**config.mk**
```make
export PLATFORM = sky130hd
export DESIGN_NAME = qcw_bridge_driver
export DESIGN_NICKNAME = d
export VERILOG_FILES = /design/src/rtl/qcw_bridge_driver.sv
export SDC_FILE = /design/constraint.sdc
export NUM_CORES = 1
export LEC_CHECK = 0
export ABC_AREA = 1
export BUFFER_PORTS_ARGS = -buffer_cell sky130_fd_sc_hd__clkbuf_2
export CAP_MARGIN = 20
export CORE_MARGIN = 4
export CORE_UTILIZATION = 52
export CTS_CLUSTER_SIZE = 24
export DETAILED_ROUTE_END_ITERATION = 10
export GPL_TIMING_DRIVEN = 0
export PLACE_DENSITY_LB_ADDON = 0.3
export SYNTH_ARGS = -nofsm -noshare
export SYNTH_HDL_FRONTEND = slang
export SYNTH_SLANG_ARGS = --single-unit
```
**constraint.sdc**
```tcl
create_clock -name clk -period 1.75 [get_ports clk]
set_input_delay 0.0875 -clock clk [delete_from_list [all_inputs] [get_ports clk]]
set_output_delay 0.0875 -clock clk [all_outputs]
set_load 0.05 [all_outputs]
```
**src/rtl/qcw_bridge_driver.sv**
```systemverilog
// Full-bridge gate sequencer for the QCW inverter: follows the PLL phase, inserts dead time,
// starts/stops bursts on cycle boundaries and shuts down on fault or half-cycle watchdog.
module qcw_bridge_driver #(
    parameter int DEADTIME = 10,
    parameter int MAX_HALF = 2000,
    parameter int CNT_W    = 16
) (
    input  logic             clk,
    input  logic             rst,
    input  logic             phase_in,
    input  logic             enable,
    input  logic             fault_in,
    input  logic             fault_clear,
    output logic             gate_ah,
    output logic             gate_bl,
    output logic             gate_al,
    output logic             gate_bh,
    output logic             running,
    output logic             fault,
    output logic             wdog_trip,
    output logic [CNT_W-1:0] cycle_count
);

    // state   | meaning
    // S_IDLE  | gates off, waiting for enable
    // S_ARM   | burst requested, waiting for first phase rise
    // S_POS   | diagonal P (ah/bl) driven
    // S_DEAD  | both diagonals off between halves
    // S_NEG   | diagonal N (al/bh) driven
    // S_STOP  | closing dead time after the last NEG half
    // S_FAULT | latched shutdown until cleared with enable low

    localparam int HW = $clog2(MAX_HALF + 1);
    localparam int DW = 8;

    typedef enum logic [2:0] {
        S_IDLE, S_ARM, S_POS, S_DEAD, S_NEG, S_STOP, S_FAULT
    } state_t;

    state_t           state, state_nx;
    logic             p_q, p_d;
    logic             rise, fall;
    logic [DW-1:0]    dead_cnt;
    logic [HW-1:0]    half_cnt;
    logic [CNT_W-1:0] cyc_cnt;
    logic             wdog_q;
    logic             wdog_hit, wdog_set, cnt_inc;
    logic             in_half;

    assign rise     = p_q & ~p_d;
    assign fall     = ~p_q & p_d;
    assign in_half  = (state == S_POS) || (state == S_NEG);
    assign wdog_hit = in_half && (half_cnt == HW'(MAX_HALF));

    always_comb begin
        state_nx = state;
        wdog_set = 1'b0;
        cnt_inc  = 1'b0;
        if (fault_in) begin
            state_nx = S_FAULT;
        end else if (wdog_hit) begin
            state_nx = S_FAULT;
            wdog_set = 1'b1;
        end else begin
            case (state)
                S_IDLE:  if (enable) state_nx = S_ARM;
                S_ARM: begin
                    if (!enable)   state_nx = S_IDLE;
                    else if (rise) state_nx = S_POS;
                end
                S_POS:   if (fall) state_nx = S_DEAD;
                S_NEG: begin
                    if (rise) begin
                        cnt_inc  = 1'b1;
                        state_nx = enable ? S_DEAD : S_STOP;
                    end
                end
                // Landing side follows the live phase, so a glitch returns to the same half.
                S_DEAD:  if (dead_cnt == '0) state_nx = p_q ? S_POS : S_NEG;
                S_STOP:  if (dead_cnt == '0) state_nx = S_IDLE;
                S_FAULT: if (fault_clear && !enable) state_nx = S_IDLE;
                default: state_nx = S_FAULT;
            endcase
        end
    end

    always_ff @(posedge clk) begin
        if (rst) begin
            state    <= S_IDLE;
            p_q      <= 1'b0;
            p_d      <= 1'b0;
            dead_cnt <= '0;
            half_cnt <= '0;
            cyc_cnt  <= '0;
            wdog_q   <= 1'b0;
        end else begin
            state <= state_nx;
            p_q   <= phase_in;
            p_d   <= p_q;

            if (state_nx != state && (state_nx == S_DEAD || state_nx == S_STOP))
                dead_cnt <= DW'(DEADTIME - 1);
            else if (dead_cnt != '0)
                dead_cnt <= dead_cnt - 1'b1;

            // half_cnt holds the 1-based cycle index within the current half
            if (state_nx != state && (state_nx == S_POS || state_nx == S_NEG))
                half_cnt <= HW'(1);
            else if (in_half && half_cnt != HW'(MAX_HALF))
                half_cnt <= half_cnt + 1'b1;

            if (state == S_IDLE && state_nx == S_ARM)
                cyc_cnt <= '0;
            else if (cnt_inc && cyc_cnt != '1)
                cyc_cnt <= cyc_cnt + 1'b1;

            if (wdog_set)
                wdog_q <= 1'b1;
            else if (state == S_FAULT && state_nx == S_IDLE)
                wdog_q <= 1'b0;
        end
    end

    assign gate_ah     = (state == S_POS);
    assign gate_bl     = (state == S_POS);
    assign gate_al     = (state == S_NEG);
    assign gate_bh     = (state == S_NEG);
    assign running     = (state == S_ARM) || (state == S_POS) ||
                         (state == S_NEG) || (state == S_DEAD);
    assign fault       = (state == S_FAULT);
    assign wdog_trip   = wdog_q;
    assign cycle_count = cyc_cnt;

endmodule

```
==> results of run 1 <==
-- flip-flops by register name, indices dropped and copies added, names as in the netlist --
name         flops
state            3
p_q              1
p_d              1
cycle_count     16
wdog_trip        1
half_cnt        11
dead_cnt         8
-- worst max-delay path: cells and delay by family (launching register included) --
| family | cells | cell delay (ns) |
|---|---|---|
| AND/OR/NAND/NOR | 11 | 1.12 |
| flip-flops | 1 | 0.43 |
| buffers and inverters | 2 | 0.20 |
-- metal layers --
| layer | wire, um | track usage (%) |
|---|---|---|
| met1 | 2480 | 22.3 |
| met2 | 2790 | 33.0 |
| met3 | 252 | 4.73 |
| met4 | 126 | 8.39 |
| met5 | 0 | 0 |
-- cell usage in the layout (no fill, tap or decap), types with 2 or more instances in the layout --
master,n
a21oi_1,15
and3_1,3
buf_12,2
buf_4,23
clkbuf_1,4
clkbuf_2,27
clkbuf_8,5
dfxtp_1,21
dfxtp_2,16
dfxtp_4,4
ha_1,3
ha_4,2
inv_1,36
inv_2,10
inv_4,4
nand2_1,46
nand2_2,12
nand2_4,10
nand2_8,4
nand3_1,16
nand3_2,5
nand3_4,3
nand4_1,4
nor2_1,30
nor2_2,20
nor2_4,16
nor3_1,9
nor4_1,3
o21ai_0,8
o21ai_1,3
o21ai_4,2
xnor2_1,6
xor2_1,13
-- power by group --
group          total (W)  internal (W)  switching, W
clock network   0.000605      0.000284      0.000321
logic            0.00147      0.000619      0.000849
registers        0.00117       0.00105      0.000119
-- path summary, 6_finish.rpt --
kind | endpoint | slack, ns
worst max register to register | half_cnt[10]$_SDFFE_PP0P_ | -0.12
worst min register to register | cycle_count[1]$_SDFFE_PP0P_ | 0.48
worst max-delay path | half_cnt[10]$_SDFFE_PP0P_ | -0.12
worst min-delay path | wdog_trip$_SDFFE_PP0P_ | 0.11
-- metrics by stage --
step                area, um^2  setup WS (ns)
floorplan                 2450        -0.0228
global route              3230         -0.218
detailed placement        2650         -0.218
CTS                       3000       -0.00940
finish                    3230         -0.118
global placement          2650         -0.189
-- cells by family (layout without fill, tap and decap cells) --
| group | after synthesis | count (layout) | share of synthesized area (%) |
|---|---|---|---|
| adders and majority gates | 5 | 5 | 2.59 |
| xor gates and xnor gates | 19 | 19 | 6.89 |
| and+or+nand+nor | 186 | 187 | 41.1 |
| DFF | 41 | 41 | 34.0 |
| AOI/OAI and AO/OA | 30 | 30 | 6.58 |
| buffers and inverters | 55 | 114 | 8.91 |
-- layout make-up --
type | instances | area share, %
clock buffers | 8 | 2.48
repair buffers | 51 | 10.6
well taps | 52 | 2.01
flip-flops and latches | 41 | 26.5
inverters | 51 | 6.34
multi-input cells | 241 | 51.2
plain buffers | 4 | 0.928
-- repair_timing --
item,CTS,global route
hold endpoints to repair,1,0
hold buffers,1,0
gates cloned,1,0
setup endpoints to repair,36,36
pin swaps,23,28
gates resized for setup,39,44
setup buffers,14,10
==> impl_metrics.py, run 1 <==
metrics = {
    "placement": {
        "gp_congestion": 0.887,
        "portBuffers": 27,
        "post-dp-hpwl_um": 3690,
        "dpl.cell_count": 415,
    },
    "final_layout": {
        "multi_input_area_um2": 1660,
        "num-fill-cells": 351,
        "antenna_cells": 0,
        "seqCellArea_um2": 856,
        "fin_nets": 406,
        "layout-drive-gt1-share_pct": 43.4,
        "area_growth_syn_to_layout_pct": 33.9,
        "final_core_util_pct": 73.3,
        "fin_cells": 448,
    },
    "setup_path": {
        "crit_start": "state[0]$_SDFF_PP0_",
        "cp_data_arrival_time_ns": 2.06,
        "slowest_stage": "dfxtp_4",
        "worstSetupPathType": "reg -> reg",
        "slowest_delay_ns": 0.43,
        "cp.required_ns": 1.94,
        "cp-end-kind": "register",
        "critPathMostFrequentCell": "nor2_4",
        "crit_chain": "nor2_4 > nand2_4 > clkinvlp_4 > nand2_2 > nand3_2 > nor2_4 > inv_2 > nand2_2 > nand2_4 > nor2_4 > nand2_8 > nand2_8 > nor2_2",
        "cp-start-kind": "register",
        "rr_startpoint": "state[0]$_SDFF_PP0_",
        "worstPathMaxFanout": 7,
        "reg2reg_depth": 13,
    },
    "run_status": {
        "failed_checks": "setup timing",
        "status": "finished with violations",
    },
    "routing": {
        "ant_nets": 0,
        "wire_per_inst_um": 12.6,
        "wl_um": 5640,
        "drt_iter0_drc": 99,
        "drc": 0,
        "via_count": 2286,
        "viasPerCell": 5.10,
        "dr.pass1.iters": 4,
    },
    "timing": {
        "rsz0062_at_grt": "yes",
        "fin_skew_ns": 0.00644,
        "slew_headroom_pct": 61.5,
        "finalSetupViolCount": 18,
        "drv_slew": 0,
        "min_period_ns": 1.87,
        "setup_ws_ns": -0.118,
        "setup_tns_ns": -1.28,
        "max_freq_mhz": 535,
        "period_share_pct": 107,
        "whs_ns": 0.107,
        "tightest_slew_ns": 0.577,
        "hold_violations": 0,
    },
    "die": {
        "floorplan.die_area_um2": 5800,
        "rows": 24,
        "start_util_pct": 54.7,
        "core_um2": 4410,
        "die_y_um": 76.2,
        "die_w_um": 76.2,
        "ios": 29,
    },
    "job": {
        "max_cap_violations": 0,
    },
    "grt": {
        "antenna_found_initial": 0,
        "grt_pass1_vias": 2252,
        "gr-usage-all-layers_pct": 19.2,
        "overflow": 0,
        "grt_max_degree": 12,
        "grt_pass1_wl_um": 9360,
    },
    "yosys": {
        "netlist_top_cells_count": "56 x nand2_1, 43 x inv_1, 41 x dfxtp_1",
        "synth_fp_nets": 347,
        "ys_ff_latch": 41,
        "yosys.cell_types.count": 32,
        "netlist_area_um2": 2420,
        "synth-warning-count": 0,
        "ys_seq_area_share_pct": 34.0,
        "synth_cells": 336,
        "synth_async_sr_flop_share_pct": 0,
        "synth_edf_count": 0,
        "synth_ff_type": "dfxtp_1",
        "yosysTopAreaCell": "dfxtp_1",
        "syn_avg_cell_area_um2": 7.19,
        "synth_top_area_share_pct": 34.0,
        "post-synth-top-count-cell": "nand2_1",
        "synth_area_leaders": "dfxtp_1 34%, nand2_1 8.7%, inv_1 6.7%",
    },
    "worst_hold_path": {
        "whs_path_depth": 4,
        "min_from": "fault_in",
        "min_path_type": "in -> reg",
    },
    "power": {
        "power.total_w": 0.00324,
        "p_leak_nw": 1.36,
        "p_per_area_nw_per_um2": 1000,
        "vdd_drop_max_mv": 0.973,
    },
    "clocking": {
        "cts_sinks": 41,
        "clk_pin_slew_ns": 0.08,
        "clk_latency_ns": 0.30,
        "cts_buffers": 5,
        "htreeDepth": 2,
        "cts.path.max_buffers": 2,
        "cts_tree": "built",
        "clockRootBuffer": "clkbuf_8",
    },
}
No activity file was read; power rests on OpenSTA's default activity.
==> inputs of run 2 (changes only) <==
Settings changed: MAX_ROUTING_LAYER set to met4.
==> run 2 against run 1 <==
  * The run still ends with setup timing left
  * Non-clock buffer count did not move
  * Clock skew rose by 0.0013 ns
  * Power fell by 0.27%
  * First-iteration DRC count rose by 2.0%
  * Global-route usage rose by 0.56 points
  * Via count fell by 0.39%
  * Utilization fell by 0.45 points
  * Hold slack got worse by 0.0094 ns
  * Final cell count did not move
  * Count of clock-buffer cells in the layout did not move
  * Sequential share of layout area rose by 0.16 points
  * Cell area fell by 0.62%
  * Critical endpoint unchanged
  * Highest routed layer unchanged
==> impl_metrics.py, run 2 (synthesis gave the netlist of run 1 again) <==
metrics = {
    "run_status": {
        "status": "finished with violations",
        "failed_checks": "setup timing",
    },
    "grt": {
        "grt_pass1_wl_um": 9380,
        "grt_max_degree": 12,
        "grt_pass1_vias": 2251,
        "gr-usage-all-layers_pct": 19.7,
        "antenna_found_initial": 0,
        "overflow": 0,
    },
    "placement": {
        "portBuffers": 27,
        "gp_congestion": 0.902,
        "place_area_um2": 2650,
        "dpl.cell_count": 415,
        "post-dp-hpwl_um": 3690,
    },
    "power": {
        "power.total_w": 0.00323,
        "p_per_area_nw_per_um2": 1010,
        "p_leak_nw": 1.35,
        "vdd_drop_max_mv": 0.974,
    },
    "setup_path": {
        "rr_startpoint": "state[0]$_SDFF_PP0_",
        "reg2reg_depth": 13,
        "cp_data_arrival_time_ns": 2.05,
        "cp-end-kind": "register",
        "cp.required_ns": 1.94,
        "reg2reg_slack_ns": -0.11,
        "crit_start": "state[0]$_SDFF_PP0_",
        "worstPathMaxFanout": 7,
        "rr_endpoint": "half_cnt[10]$_SDFFE_PP0P_",
        "cp-start-kind": "register",
        "worstSetupPathType": "reg -> reg",
    },
    "final_layout": {
        "multi_input_area_um2": 1650,
        "fin_cells": 448,
        "fin_nets": 406,
        "final_cell_mix": "47 x nand2_1, 37 x inv_1, 30 x nor2_1, 27 x clkbuf_2, 24 x buf_4",
        "layout-drive-gt1-share_pct": 42.9,
        "final_common_cell": "nand2_1",
        "area_growth_syn_to_layout_pct": 33.0,
        "antenna_cells": 0,
        "num-fill-cells": 346,
        "seqCellArea_um2": 856,
        "largest_reg_flops": 16,
        "design_area_um2": 3210,
    },
    "routing": {
        "via_count": 2277,
        "dr.pass1.iters": 4,
        "ant_nets": 0,
        "drc": 0,
        "wl_um": 5620,
        "viasPerCell": 5.08,
        "drt_iter0_drc": 101,
        "wire_per_inst_um": 12.6,
    },
    "timing": {
        "finalSetupViolCount": 18,
        "tightest_slew_ns": 0.578,
        "setup_ws_ns": -0.111,
        "fin_skew_ns": 0.00769,
        "setup_tns_ns": -1.18,
        "drv_slew": 0,
        "period_share_pct": 106,
        "whs_ns": 0.0980,
        "hold_violations": 0,
        "rsz0062_at_grt": "yes",
        "max_freq_mhz": 537,
        "min_period_ns": 1.86,
        "slew_headroom_pct": 61.4,
    },
    "clocking": {
        "htreeDepth": 2,
        "cts_sinks": 41,
        "cts.path.max_buffers": 2,
        "clk_latency_ns": 0.30,
        "clockRootBuffer": "clkbuf_8",
        "cts_buffers": 5,
        "cts_tree": "built",
        "clk_pin_slew_ns": 0.08,
    },
    "die": {
        "die_y_um": 76.2,
        "core_um2": 4410,
        "die_w_um": 76.2,
        "start_util_pct": 54.7,
        "rows": 24,
        "floorplan.die_area_um2": 5800,
        "ios": 29,
    },
    "job": {
        "max_cap_violations": 0,
    },
    "worst_hold_path": {
        "min_from": "fault_in",
        "worstHoldEndpoint": "wdog_trip$_SDFFE_PP0P_",
        "min_path_type": "in -> reg",
        "whs_path_depth": 4,
    },
}
## run 2: how the worst max path moves through the flow
stage,cells after the start,end
3_3_place_gp,10,cycle_count[5]$_SDFFE_PP0P_
2_1_floorplan,13,half_cnt[10]$_SDFFE_PP0P_
5_1_grt,13,half_cnt[9]$_SDFFE_PP0P_
3_5_place_dp,14,dead_cnt[4]$_SDFFE_PP0P_
6_report,13,half_cnt[10]$_SDFFE_PP0P_
4_1_cts,14,half_cnt[7]$_SDFFE_PP0P_
## run 2: critical path, cell delays in order (launching register included)
cell        delay [ns]
dfxtp_4           0.43
nor2_4            0.07
nand2_4           0.10
clkinvlp_4        0.14
nand2_2           0.09
nand3_2           0.09
nor2_4            0.20
inv_2             0.06
nand2_2           0.07
nand2_4           0.07
nor2_4            0.16
nand2_8           0.09
nand2_8           0.11
nor2_2            0.05
## run 2: cell type report
type / instances / share of cell area, %
buffer: 4 / 0.934
tap: 52 / 2.02
inverter: 51 / 6.38
timing repair buffer: 51 / 10.3
clock buffer: 8 / 2.49
multi-input combinational: 241 / 51.3
sequential: 41 / 26.6
## run 2: routing by layer
layer  GRT usage [%]  vias up  share of wire (%)
met5               -        -                  0
li1                -     1179                  -
met2            33.0       44                 50
met4            8.39        0                2.2
met1            22.4     1043                 44
met3            4.73       11                4.2
## run 2: what timing repair did
| action | CTS | global route |
|---|---|---|
| cloned | 1 | 0 |
| hold buffers | 1 | 0 |
| setup endpoints to repair | 36 | 36 |
| pin swaps | 23 | 28 |
| hold endpoints to repair | 1 | 0 |
| gates resized for setup | 39 | 40 |
| buffers inserted | 14 | 10 |
## run 2: through the flow
stage,utilization (%),worst slack [ns]
3_3_place_gp,60.1,-0.189
2_1_floorplan,-,-0.0228
6_report,72.8,-0.111
4_1_cts,68.0,-0.00940
5_1_grt,72.8,-0.204
3_5_place_dp,60.1,-0.218
## run 2: power by group
group	total [W]	switching (W)	internal (W)
sequential	0.00117	0.000123	0.00105
clock	0.000609	0.000325	0.000284
combinational	0.00145	0.000841	0.000611
==> inputs of run 3 (changes only) <==
Settings changed: CORE_UTILIZATION 52 to 42.
==> run 3 against run 2 <==
  * Final cell count up 2.9%
  * Highest routed layer unchanged
  * Utilization fell by 15 points
  * Via count is 1.1% lower
  * Largest cell class unchanged
  * The run still ends with setup timing left
  * Critical path type unchanged
  * Die area is 21% higher
  * First-iteration DRC count up 9.9%
  * Sequential power barely moved
  * Sequential share of layout area shrank 0.27 points
  * Critical endpoint unchanged
  * Clock skew shrank 0.0042 ns
  * Flip-flop and latch count did not move
  * Setup slack got worse by 0.031 ns
==> impl_metrics.py, run 3 (synthesis gave the netlist of run 1 again) <==
metrics = {
    "run_status": {
        "status": "finished with violations",
        "failed_checks": "setup timing",
    },
    "clocking": {
        "clk_pin_slew_ns": 0.08,
        "cts.path.max_buffers": 2,
        "cts_tree": "built",
        "cts_buffers": 5,
        "cts_sinks": 41,
        "htreeDepth": 2,
        "clk_latency_ns": 0.29,
        "clockRootBuffer": "clkbuf_8",
    },
    "grt": {
        "globalRouteMet1Util_pct": 20.9,
        "gr-usage-all-layers_pct": 16.9,
        "grt_pass1_wl_um": 9530,
        "met2_usage_pct": 27.3,
        "antenna_found_initial": 0,
        "grt_max_degree": 14,
        "grt_pass1_vias": 2064,
        "use_met3_pct": 3.75,
        "grt-busiest-layer": "met2",
        "overflow": 0,
    },
    "setup_path": {
        "cp_data_arrival_time_ns": 2.08,
        "rr_startpoint": "state[0]$_SDFF_PP0_",
        "cp.required_ns": 1.93,
        "crit_start": "state[0]$_SDFF_PP0_",
        "worstPathMaxFanout": 7,
        "worstSetupPathType": "reg -> reg",
        "cp-end-kind": "register",
        "critPathCapture": "half_cnt[10]$_SDFFE_PP0P_",
        "reg2reg_depth": 15,
        "reg2reg_slack_ns": -0.14,
        "rr_endpoint": "half_cnt[10]$_SDFFE_PP0P_",
        "cp-start-kind": "register",
    },
    "final_layout": {
        "largest_reg_flops": 16,
        "area_growth_syn_to_layout_pct": 33.6,
        "final_core_util_pct": 58.3,
        "final_cell_mix": "46 x nand2_1, 39 x inv_1, 33 x nor2_1, 26 x clkbuf_2, 25 x dfxtp_1",
        "design_area_um2": 3230,
        "antenna_cells": 0,
        "layout-drive-gt1-share_pct": 41.4,
        "final_common_cell": "nand2_1",
        "fin_nets": 399,
    },
    "job": {
        "max_cap_violations": 0,
    },
    "routing": {
        "ant_nets": 0,
        "dr.pass1.iters": 4,
        "via_count": 2253,
        "viasPerCell": 4.89,
        "wire_per_inst_um": 12.6,
        "drt_iter0_drc": 111,
        "wl_um": 5790,
        "drc": 0,
    },
    "timing": {
        "setup_tns_ns": -2.59,
        "max_freq_mhz": 529,
        "hold_violations": 0,
        "finalSetupViolCount": 25,
        "fin_skew_ns": 0.00349,
        "tightest_slew_ns": 0.605,
        "period_share_pct": 108,
        "setup_ws_ns": -0.142,
        "drv_slew": 0,
        "rsz0062_at_grt": "yes",
        "slew_headroom_pct": 59.6,
        "min_period_ns": 1.89,
    },
    "power": {
        "power_frac_comb_pct": 44.2,
        "p_per_area_nw_per_um2": 1030,
        "power.total_w": 0.00333,
        "vdd_drop_max_mv": 0.902,
        "power_frac_seq_pct": 34.9,
        "p_int_w": 0.00202,
        "clkPwrFrac_pct": 20.9,
        "sw_frac_of_total_pct": 39.4,
        "power.switching_w": 0.00131,
        "p_leak_nw": 1.31,
    },
    "die": {
        "die_w_um": 83.8,
        "start_util_pct": 43.6,
        "floorplan.die_area_um2": 7030,
        "core_um2": 5540,
        "ios": 29,
        "die_y_um": 83.8,
        "rows": 27,
    },
    "placement": {
        "place_area_um2": 2680,
        "portBuffers": 27,
        "post-dp-hpwl_um": 3770,
        "detailedPlace.worstSlack_ns": -0.258,
        "gp_congestion": 0.887,
    },
    "worst_hold_path": {
        "min_path_type": "in -> reg",
    },
}
run 3: cell count changes in the layout (fill, tap and decap cells not counted), sizes merged:
cell | previous run | this run
clkinv | 0 | 1
clkbuf | 36 | 34
buf | 26 | 20
run 3: power groups by stage:
stage	combinational (W)	sequential (W)	clock (W)
after CTS	0.00129	0.00116	0.000722
after floorplan	0.000855	0.00113	0
after detailed placement	0.00100	0.00115	0
after global placement	0.000985	0.00115	0
final	0.00147	0.00116	0.000694
after global routing	0.00160	0.00118	0.000768
run 3: stage by stage:
step | cells | hold slack, ns
after floorplan | 336 | 0.194
after global placement | 435 | 0.300
after detailed placement | 435 | 0.300
after CTS | 455 | 0.116
after global routing | 461 | 0.188
final | 461 | 0.157
run 3: routing by layer:
metal / wire (um) / vias to the layer above
met5: 0 / -
met3: 271 / 8
met4: 100 / 0
met2: 2840 / 59
li1: - / 1170
met1: 2570 / 1016
run 3: area by class of cell:
type                            count  area (um^2)
Tap cell                           72         90.1
Clock buffer                        7         97.6
Buffer                              4         33.8
Fill cell                         520         2310
Sequential cell                    41          851
Timing Repair Buffer               44          288
Inverter                           51          205
Multi-Input combinational cell    241         1660
Clock inverter                      1         5.00
run 3: how the worst min path moves through the flow:
stage / from / to / cells after the start / slack [ns]
after CTS: fault_in / wdog_trip$_SDFFE_PP0P_ / 4 / 0.12
final: fault_in / wdog_trip$_SDFFE_PP0P_ / 4 / 0.16
after global placement: phase_in / p_q$_SDFF_PP0_ / 3 / 0.30
after detailed placement: phase_in / p_q$_SDFF_PP0_ / 3 / 0.30
after floorplan: phase_in / p_q$_SDFF_PP0_ / 2 / 0.19
after global routing: fault_in / wdog_trip$_SDFFE_PP0P_ / 4 / 0.19
run 3: what timing repair did:
action	in CTS	in global routing
buffers inserted	10	5
pin swaps	13	18
endpoints found under the setup margin	36	36
hold buffers	1	0
resized for setup	37	46
cloned	1	1
endpoints found under the hold margin	1	0
run 3: worst max-delay path, cell delays in order (launching register included):
cell and delay, ns:
dfxtp_4 0.38, buf_6 0.12, nor2_4 0.15, nand2_4 0.09
nand2_4 0.09, nand3_4 0.13, nand2_2 0.11, inv_2 0.05
nand2_4 0.08, inv_4 0.04, nand2_4 0.07, nand2_4 0.06
nor2_4 0.16, nand2_8 0.10, nand2_8 0.10, nor2_4 0.04
